===== config.mk =====
export PLATFORM = sky130hd
export DESIGN_NAME = mac_2x2_unit
export DESIGN_NICKNAME = d
export VERILOG_FILES = /design/src/rtl/mac_2x2_pkg.sv /design/src/rtl/mac_sat_add.sv /design/src/rtl/mac_2x2_unit.sv
export SDC_FILE = /design/constraint.sdc
export NUM_CORES = 2
export LEC_CHECK = 0
export ABC_CLOCK_PERIOD_IN_PS = 9300
export BUFFER_PORTS_ARGS = -buffer_cell sky130_fd_sc_hd__buf_2
export CORE_ASPECT_RATIO = 1.1
export CORE_MARGIN = 2
export CORE_UTILIZATION = 55
export DETAILED_ROUTE_END_ITERATION = 6
export GPL_ROUTABILITY_DRIVEN = 0
export GPL_TIMING_DRIVEN = 0
export PLACE_DENSITY_LB_ADDON = 0.12
export SLEW_MARGIN = 20
export SYNTH_ARGS = -nofsm -noshare
export SYNTH_HDL_FRONTEND = slang
export SYNTH_SLANG_ARGS = --single-unit

===== constraint.sdc =====
create_clock -name clk -period 9.3 [get_ports clk]
set_input_delay 0.465 -clock clk [delete_from_list [all_inputs] [get_ports clk]]
set_output_delay 0.465 -clock clk [all_outputs]
set_load 0.1 [all_outputs]

===== src/rtl/mac_2x2_pkg.sv =====
// mac_2x2_pkg: shared types and product schedule for the 2x2 block MAC engine.
package mac_2x2_pkg;

    typedef enum logic [1:0] {
        StIdle,
        StMul,
        StDone
    } state_e;

    localparam int unsigned MAC_PRODUCTS = 8;
    localparam logic [2:0]  IdxLast      = 3'(MAC_PRODUCTS - 1);

    // Bit i of each mask gives the A row, inner k and B column used by product idx i.
    // Element index of a 2x2 block is {row, col}: 0=x11, 1=x12, 2=x21, 3=x22.
    localparam logic [MAC_PRODUCTS-1:0] SchedARow = 8'b1111_0000;
    localparam logic [MAC_PRODUCTS-1:0] SchedK    = 8'b1010_1010;
    localparam logic [MAC_PRODUCTS-1:0] SchedBCol = 8'b1100_1100;

    function automatic logic [1:0] elem_idx(logic row, logic col);
        return {row, col};
    endfunction

endpackage


===== src/rtl/mac_sat_add.sv =====
// mac_sat_add: accumulator adder, acc + signed product -> next acc plus overflow bit.
// Build macro MAC2X2_SATURATE_EN: clamp to the signed DataW range and flag clamps;
// otherwise wrap modulo 2^DataW and never flag.
module mac_sat_add #(
    parameter int unsigned DataW = 32
) (
    input  logic [DataW-1:0]   acc_i,
    input  logic [2*DataW-1:0] prod_i,
    output logic [DataW-1:0]   sum_o,
    output logic               ovf_o
);

`ifdef MAC2X2_SATURATE_EN
    localparam int unsigned SumW = 2 * DataW + 1;

    logic [SumW-1:0]  sum_full;
    logic [DataW+1:0] sum_hi;

    // Exact sum, then clamp when the bits above the DataW sign bit disagree with it.
    always_comb begin
        sum_full = {{(DataW + 1){acc_i[DataW-1]}}, acc_i} + {prod_i[2*DataW-1], prod_i};
        sum_hi   = sum_full[SumW-1:DataW-1];
        ovf_o    = !((&sum_hi) || !(|sum_hi));
        if (!ovf_o) begin
            sum_o = sum_full[DataW-1:0];
        end else if (sum_full[SumW-1]) begin
            sum_o = {1'b1, {(DataW - 1){1'b0}}};
        end else begin
            sum_o = {1'b0, {(DataW - 1){1'b1}}};
        end
    end
`else
    logic unused_prod_hi;

    // Wrapping accumulation only needs the low half of the product.
    always_comb begin
        sum_o          = acc_i + prod_i[DataW-1:0];
        ovf_o          = 1'b0;
        unused_prod_hi = ^prod_i[2*DataW-1:DataW];
    end
`endif

endmodule


===== src/rtl/mac_2x2_unit.sv =====
// mac_2x2_unit: sequential 2x2 block MAC, C += A*B with one shared signed multiplier,
// one product per cycle (8 cycles), done_mac pulse 9 cycles after the start edge.
// Build macro MAC2X2_SATURATE_EN: saturating accumulation with sticky ovf; default wraps.
module mac_2x2_unit
    import mac_2x2_pkg::*;
#(
    parameter int unsigned DataW = 32
) (
    input  logic             clk,
    input  logic             rst,
    input  logic             start_mac,
    input  logic             acc_clr,
    input  logic [DataW-1:0] a_11,
    input  logic [DataW-1:0] a_12,
    input  logic [DataW-1:0] a_21,
    input  logic [DataW-1:0] a_22,
    input  logic [DataW-1:0] b_11,
    input  logic [DataW-1:0] b_12,
    input  logic [DataW-1:0] b_21,
    input  logic [DataW-1:0] b_22,
    output logic [DataW-1:0] c_11,
    output logic [DataW-1:0] c_12,
    output logic [DataW-1:0] c_21,
    output logic [DataW-1:0] c_22,
    output logic             done_mac,
    output logic             busy,
    output logic             ovf
);

    state_e             state_q;
    logic [2:0]         idx_q;
    logic               done_q;
    logic               busy_q;
    logic [DataW-1:0]   a_q [4];
    logic [DataW-1:0]   b_q [4];
    logic [DataW-1:0]   c_q [4];

    logic [1:0]         a_sel;
    logic [1:0]         b_sel;
    logic [1:0]         c_sel;
    logic [DataW-1:0]   a_op;
    logic [DataW-1:0]   b_op;
    logic [DataW-1:0]   sum;
    logic [2*DataW-1:0] prod;
    logic               sat_ovf;

    // Decode the schedule step into operand and accumulator selects.
    always_comb begin
        a_sel = {SchedARow[idx_q], SchedK[idx_q]};
        b_sel = {SchedK[idx_q], SchedBCol[idx_q]};
        c_sel = elem_idx(SchedARow[idx_q], SchedBCol[idx_q]);
        a_op  = a_q[a_sel];
        b_op  = b_q[b_sel];
    end

    // Sign-extending both operands to 2*DataW makes the unsigned product the signed one.
    assign prod = {{DataW{a_op[DataW-1]}}, a_op} * {{DataW{b_op[DataW-1]}}, b_op};

    mac_sat_add #(
        .DataW (DataW)
    ) u_add (
        .acc_i  (c_q[c_sel]),
        .prod_i (prod),
        .sum_o  (sum),
        .ovf_o  (sat_ovf)
    );

    // Control FSM with registered done/busy; operand latches and accumulators live here too.
    always_ff @(posedge clk or negedge rst) begin
        if (!rst) begin
            state_q <= StIdle;
            idx_q   <= 3'd0;
            done_q  <= 1'b0;
            busy_q  <= 1'b0;
            for (int i = 0; i < 4; i++) begin
                a_q[i] <= '0;
                b_q[i] <= '0;
                c_q[i] <= '0;
            end
        end else begin
            unique case (state_q)
                StIdle: begin
                    done_q <= 1'b0;
                    if (start_mac) begin
                        a_q[0]  <= a_11;
                        a_q[1]  <= a_12;
                        a_q[2]  <= a_21;
                        a_q[3]  <= a_22;
                        b_q[0]  <= b_11;
                        b_q[1]  <= b_12;
                        b_q[2]  <= b_21;
                        b_q[3]  <= b_22;
                        if (acc_clr) begin
                            for (int i = 0; i < 4; i++) begin
                                c_q[i] <= '0;
                            end
                        end
                        idx_q   <= 3'd0;
                        busy_q  <= 1'b1;
                        state_q <= StMul;
                    end else begin
                        busy_q <= 1'b0;
                    end
                end
                StMul: begin
                    c_q[c_sel] <= sum;
                    idx_q      <= idx_q + 3'd1;
                    if (idx_q == IdxLast) begin
                        state_q <= StDone;
                    end
                end
                StDone: begin
                    // done_mac shows up in the following IDLE cycle, where a new start is legal.
                    done_q  <= 1'b1;
                    state_q <= StIdle;
                end
                default: begin
                    state_q <= StIdle;
                end
            endcase
        end
    end

`ifdef MAC2X2_SATURATE_EN
    logic ovf_q;

    // Sticky clamp flag; only reset or a clearing start drops it.
    always_ff @(posedge clk or negedge rst) begin
        if (!rst) begin
            ovf_q <= 1'b0;
        end else if (state_q == StIdle && start_mac && acc_clr) begin
            ovf_q <= 1'b0;
        end else if (state_q == StMul && sat_ovf) begin
            ovf_q <= 1'b1;
        end
    end

    assign ovf = ovf_q;
`else
    logic unused_sat_ovf;
    assign unused_sat_ovf = sat_ovf;
    assign ovf            = 1'b0;
`endif

    assign c_11     = c_q[0];
    assign c_12     = c_q[1];
    assign c_21     = c_q[2];
    assign c_22     = c_q[3];
    assign done_mac = done_q;
    assign busy     = busy_q;

endmodule

# Word-level counts from Yosys, hierarchy flattened

Memory sizes are Yosys's and may differ from the RTL's.
Index checks and enable logic that the tools add are counted.

Register bits: 391
Bits in read-only memories: 24
Output and inout bits: 131
Memories: 3

Memory list:

| memory          | depth | bits a word | read ports | clocked after memory_dff | wr ports | RTL line           | text |
|---|---|---|---|---|---|---|---|
| (no name shown) | 8     | 1           | 1          | 0                        | 0        | mac_2x2_unit.sv:51 | `c_sel = elem_idx(SchedARow[idx_q], SchedBCol[idx_q]);` |
| (no name shown) | 8     | 1           | 1          | 0                        | 0        | mac_2x2_unit.sv:51 |  |
| (no name shown) | 8     | 1           | 1          | 0                        | 0        | mac_2x2_unit.sv:50 | `b_sel = {SchedK[idx_q], SchedBCol[idx_q]};` |

Add/sub/neg operators: 2
Multiply operators: 1
Magnitude comparators: 5
Eq/ne operators: 6
Multiplexer cells: 25
Bitwise logic cells: 3
Reduce and logical (&&, ||, !) cells: 8

Operator list:

| cell                | number |
|---|---|
| $mux 128            | 2 |
| $pmux 128 s2        | 1 |
| $mux 32             | 7 |
| $bmux 32 s2         | 3 |
| $bwmux 128          | 1 |
| $demux 32 s2        | 1 |
| $add 32x32->32      | 1 |
| $mul 32x32->32      | 1 |
| $ge 3x3->1 const B  | 3 |
| $not 2->3           | 3 |
| $ne 2x2->1 const B  | 3 |
| $pmux 3 s2          | 1 |
| $reduce_and 2->1    | 3 |
| $lt 3x4->1 const B  | 1 |
| $mux 1              | 4 |
| $mux 2              | 2 |
| $pmux 2 s2          | 1 |
| $reduce_bool 2->1   | 2 |
| $add 3x1->3 const B | 1 |
| $eq 3x3->1 const B  | 1 |
| $lt 3x1->1 const B  | 1 |
| $mux 3              | 1 |
| $reduce_and 3->1    | 1 |
| $eq 2x1->1 const B  | 1 |
| 4 further kinds     | 4 |

# Logic depth before layout (Yosys ltp)

Word-level depth: 10
Gate-level depth with buffers: 37
Mapped depth without buffers: 31

# By module

Synthesis repeated with hierarchy kept, for this count alone.

Cells, all modules: 5261
Area, all modules: 53822.9 um^2

Modules (own cells, without submodules):

| module       | times used | cells an instance | area each (um^2) |
|---|---|---|---|
| mac_2x2_unit | 1          | 5023              | 52086.2 |
| mac_sat_add  | 1          | 238               | 1736.7 |

# Least setup slack after synthesis

Ideal clock, no wire load.

Path kind: register to register
From: register idx_q[1]
To: register c_q, in the netlist c_12[29]
Library setup time: 123 ps
Arrival time: 8662 ps
Slack: 515 ps
Cell stages (with the launch flop): 33
Buffers on the path: 5
Path through: dfrtp_1 buf_6 buf_8 buf_4 buf_1 buf_1 mux4_2 inv_1 fa_1 inv_1 fa_1 inv_1 fa_1 fa_1 fa_1 fa_1 inv_1 fa_1 inv_1 fa_1 inv_1 ha_1 a21o_1 a21o_1 a21o_1 a311o_1 a21o_1 a21oi_1 o21bai_1 a21o_1 a21oi_1 xnor2_1 a22o_1

Longest elaborated chain between the ends: 10
Elaborated cells on any way between the ends: 27

Ends and longest elaborated chain:

| item                                     | RTL line                               | text |
|---|---|---|
| start: declaration                       | mac_2x2_unit.sv:31                     | `logic [2:0] idx_q;` |
| start signal: assignment                 | mac_2x2_unit.sv:107                    | `idx_q <= idx_q + 3'd1;` |
| $mem_v2 8x1 (on tied branches)           | -                                      |  |
| $mux 1 (on tied branches)                | mac_2x2_unit.sv:50, mac_2x2_unit.sv:51 |  |
| $not 2->3 (on tied branches)             | mac_2x2_unit.sv:52, mac_2x2_unit.sv:53 |  |
| $bmux 32 s2 (on tied branches)           | mac_2x2_unit.sv:52, mac_2x2_unit.sv:53 |  |
| $mux 32 (on tied branches) (2 in series) | mac_2x2_unit.sv:52, mac_2x2_unit.sv:53 |  |
| $mul 32x32->32                           | mac_2x2_unit.sv:57                     | `assign prod = {{DataW{a_op[DataW-1]}}, a_op} * {{DataW{b_op[DataW-1]}}, b_op};` |
| $add 32x32->32                           | mac_sat_add.sv:37                      | `sum_o = acc_i + prod_i[DataW-1:0];` |
| $bwmux 128 *                             | mac_2x2_unit.sv:106                    | `c_q[c_sel] <= sum;` |
| $pmux 128 s2 *                           | mac_2x2_unit.sv:81                     | `unique case (state_q)` |
| end signal: indexed assignment           | mac_2x2_unit.sv:106                    |  |
| end: declaration                         | mac_2x2_unit.sv:36                     | `logic [DataW-1:0] c_q [4];` |

Mark *: on every way between the ends. The rest lies on a longest branch, timed or not. The select of a mux whose other input is x is not followed.
A chain may end at the register's enable or synchronous reset.

# Worst setup path after layout

From: register idx_q[0]
To: register c_q, in the netlist c_12[29]

Same word-level chain as after synthesis.

==> flow_summary.yaml <==
run:
  cap_violations: 0
detailed_routing:
  drtPass1Iterations: 5
  wire_per_inst_um: 25.4
  vias_per_cell: 5.83
  ant_nets: 0
  post-route-drc-count: 0
  vias: 25500
  routed_wl_um: 111000
  drtIter0Drc: 2059
global_route:
  grt_pass1_vias: 27100
  antenna_found_initial: 28
  grt-ovfl-total: 0
  grt_usage_pct: 36.0
  grt_max_degree: 104
  grt_pass1_wl_um: 168000
finish:
  nNetsFinal: 4356
  layout_commonest_cell: "inv_1"
  area_delta_synth_final_pct: 15.3
  final_cells: 4372
  drive_gt1_share_pct: 27.7
  final_cell_mix: "inv_1 (536), fa_1 (438), buf_2 (400)"
  finish.utilization_pct: 64.1
synthesis:
  synth_cell_types: 63
  yosys.area.top_type_share_pct: 28.9
  synth_edf_count: 0
  yosys_register_bits: 391
  synth_compound_area_share_pct: 5.44
  synth_area_mm2: 0.0339
  yosysWarnings: 0
  synthCells: 3060
  synth_top_cell_by_area: "dfrtp_1"
  syn_nets: 3911
  yosys.area_share.simple_pct: 7.84
  synth_top_family_by_area: "adder cells"
  synthAdderAreaFrac_pct: 31.5
  ys.flop_type: "dfrtp_1"
  async_reset_ff_share_pct: 100
  synth.mux.area_fraction_pct: 15.9
  synth.yosys.seq_area_share_pct: 28.9
  synth_xor_area_share_pct: 2.33
  synth_area_leaders: "dfrtp_1 (29%), fa_1 (26%), mux2_2 (9.8%), inv_1 (5.9%), ha_1 (5.6%)"
  syn_avg_cell_area_um2: 11.1
setup_path:
  critPathArrivalTime_ps: 9550
  crit_required_ps: 9780
  r2r_cells: 31
  crit_fanout: 10
  critPathKind: "reg -> reg"
  cpMostUsedCell: "fa_1"
  critPathMaxStageDelay_ps: 550
  cp-end-kind: "flip-flop"
  slowest_stage: "fa_1"
  startpoint_type: "flip-flop"
cts:
  cts_buffers: 42
  clockBufferDepth: 3
  clk_latency_ps: 610
  cts_root_buf: "clkbuf_16"
  cts_sinks: 391
  cts_htree_levels: 2
  clk_pin_slew_ps: 70
  cts_tree: "done"
sta:
  max_freq_ghz: 0.110
  timing.final.crit_period_ps: 9070
  worst_pin_slew_ps: 1140
  drv_slew: 0
  finalClockSkew_ps: 49.8
  rsz0062_at_grt: "false"
  holdWs_ps: 83.4
  finalHoldViolations: 0
  setup-violations-final: 0
  slew_headroom_pct: 22.3
  finalCritPeriodShare_pct: 97.6
worst_hold_path:
  hold_path.class: "in -> reg"
  whs_path_depth: 2
die:
  die_area_mm2: 0.0636
  placeableCoreArea_mm2: 0.0610
  rows: 95
  die_w_um: 241
  ios: 391
  die_h_um: 264
  initial_core_util_pct: 55.6
placed_design:
  detailed_place_hpwl_um: 89300
  portBuffers: 389
  post-place-cells: 4277
outcome:
  status: "complete, no violations"
-- cells in the mapped netlist, types with 21 or more instances --
master / n
o21ai_0: 27
nor2_1: 276
o21ai_1: 21
mux2i_1: 59
fa_1: 438
a21oi_1: 27
mux2_2: 294
xnor2_1: 67
clkbuf_1: 106
a22o_1: 114
inv_1: 537
nand2_1: 239
dfrtp_1: 391
ha_1: 153
mux4_2: 55
and2_1: 41
nand2b_1: 23
-- critical path: cells and delay by family (launching register included) --
| family | cells | cell delay [ps] |
|---|---|---|
| AO/OA/AOI/OAI | 11 | 2460 |
| XOR/XNOR | 1 | 120 |
| adder cells (fa/ha/maj) | 9 | 4380 |
| buffers and inverters | 8 | 1030 |
| flip-flops | 1 | 410 |
| multiplexers | 1 | 410 |
| AND/OR/NAND/NOR | 1 | 110 |
-- path summary, 6_finish.rpt --
kind,slack (ps),start,end
max,230,idx_q[0],c_12[29]
min,80,a_22[11],a_q[11]
max reg2reg,230,idx_q[0],c_12[29]
min reg2reg,500,b_q[23],b_q[23]
max in group asynchronous,6850,rst,c_12[18]
min in group asynchronous,490,rst,b_q[11]
-- metal layers --
layer,global-route usage (%),up-vias,routed length [µm]
li1,-,10600,-
met1,45.1,13200,40900
met2,57.0,1289,52600
met3,10.2,331,10600
met4,18.8,34,6940
met5,0,-,222
-- layout make-up --
class	count	area (µm²)
Antenna cell	11	27.5
Multi-Input combinational cell	1983	21600
Sequential cell	391	9790
Timing Repair Buffer	407	2170
Inverter	537	2020
Clock inverter	21	322
Tap cell	824	1030
Clock buffer	55	1180
Buffer	143	905
Fill cell	4937	21900
-- flip-flops by register name, indices dropped and copies added, names as in the netlist, 2 cells and up --
register / flops
b_q: 128
a_q: 128
state_q: 2
c_12: 32
c_21: 32
idx_q: 3
c_22: 32
c_11: 32
-- what timing repair did --
item,in CTS,in global routing
setup endpoints to repair,64,28
gates resized for setup,95,87
pin swaps,0,1
setup buffers,3,10
hold buffers,1,0
hold endpoints to repair,93,0
-- through the flow --
step | setup TNS, ps | worst slack (ps) | cell area [µm²]
3_5_place_dp | -41790 | -1400 | 37000
2_1_floorplan | 0 | 515 | 33900
5_1_grt | 0 | 4.88 | 39100
6_report | 0 | 227 | 39100
4_1_cts | 0 | 0.312 | 38800
3_3_place_gp | -46800 | -1290 | 36900
-- kinds of logic after synthesis --
kind of cell	after synthesis
buffers and inverters	686
and+or+nand+nor	632
adders and majority gates	591
muxes	425
DFF	391
AOI/OAI and AO/OA	248
xor gates and xnor gates	86
other	1
Power is not shown: default switching activity piles up to over one toggle a cycle in this logic, so the estimate is an artifact.
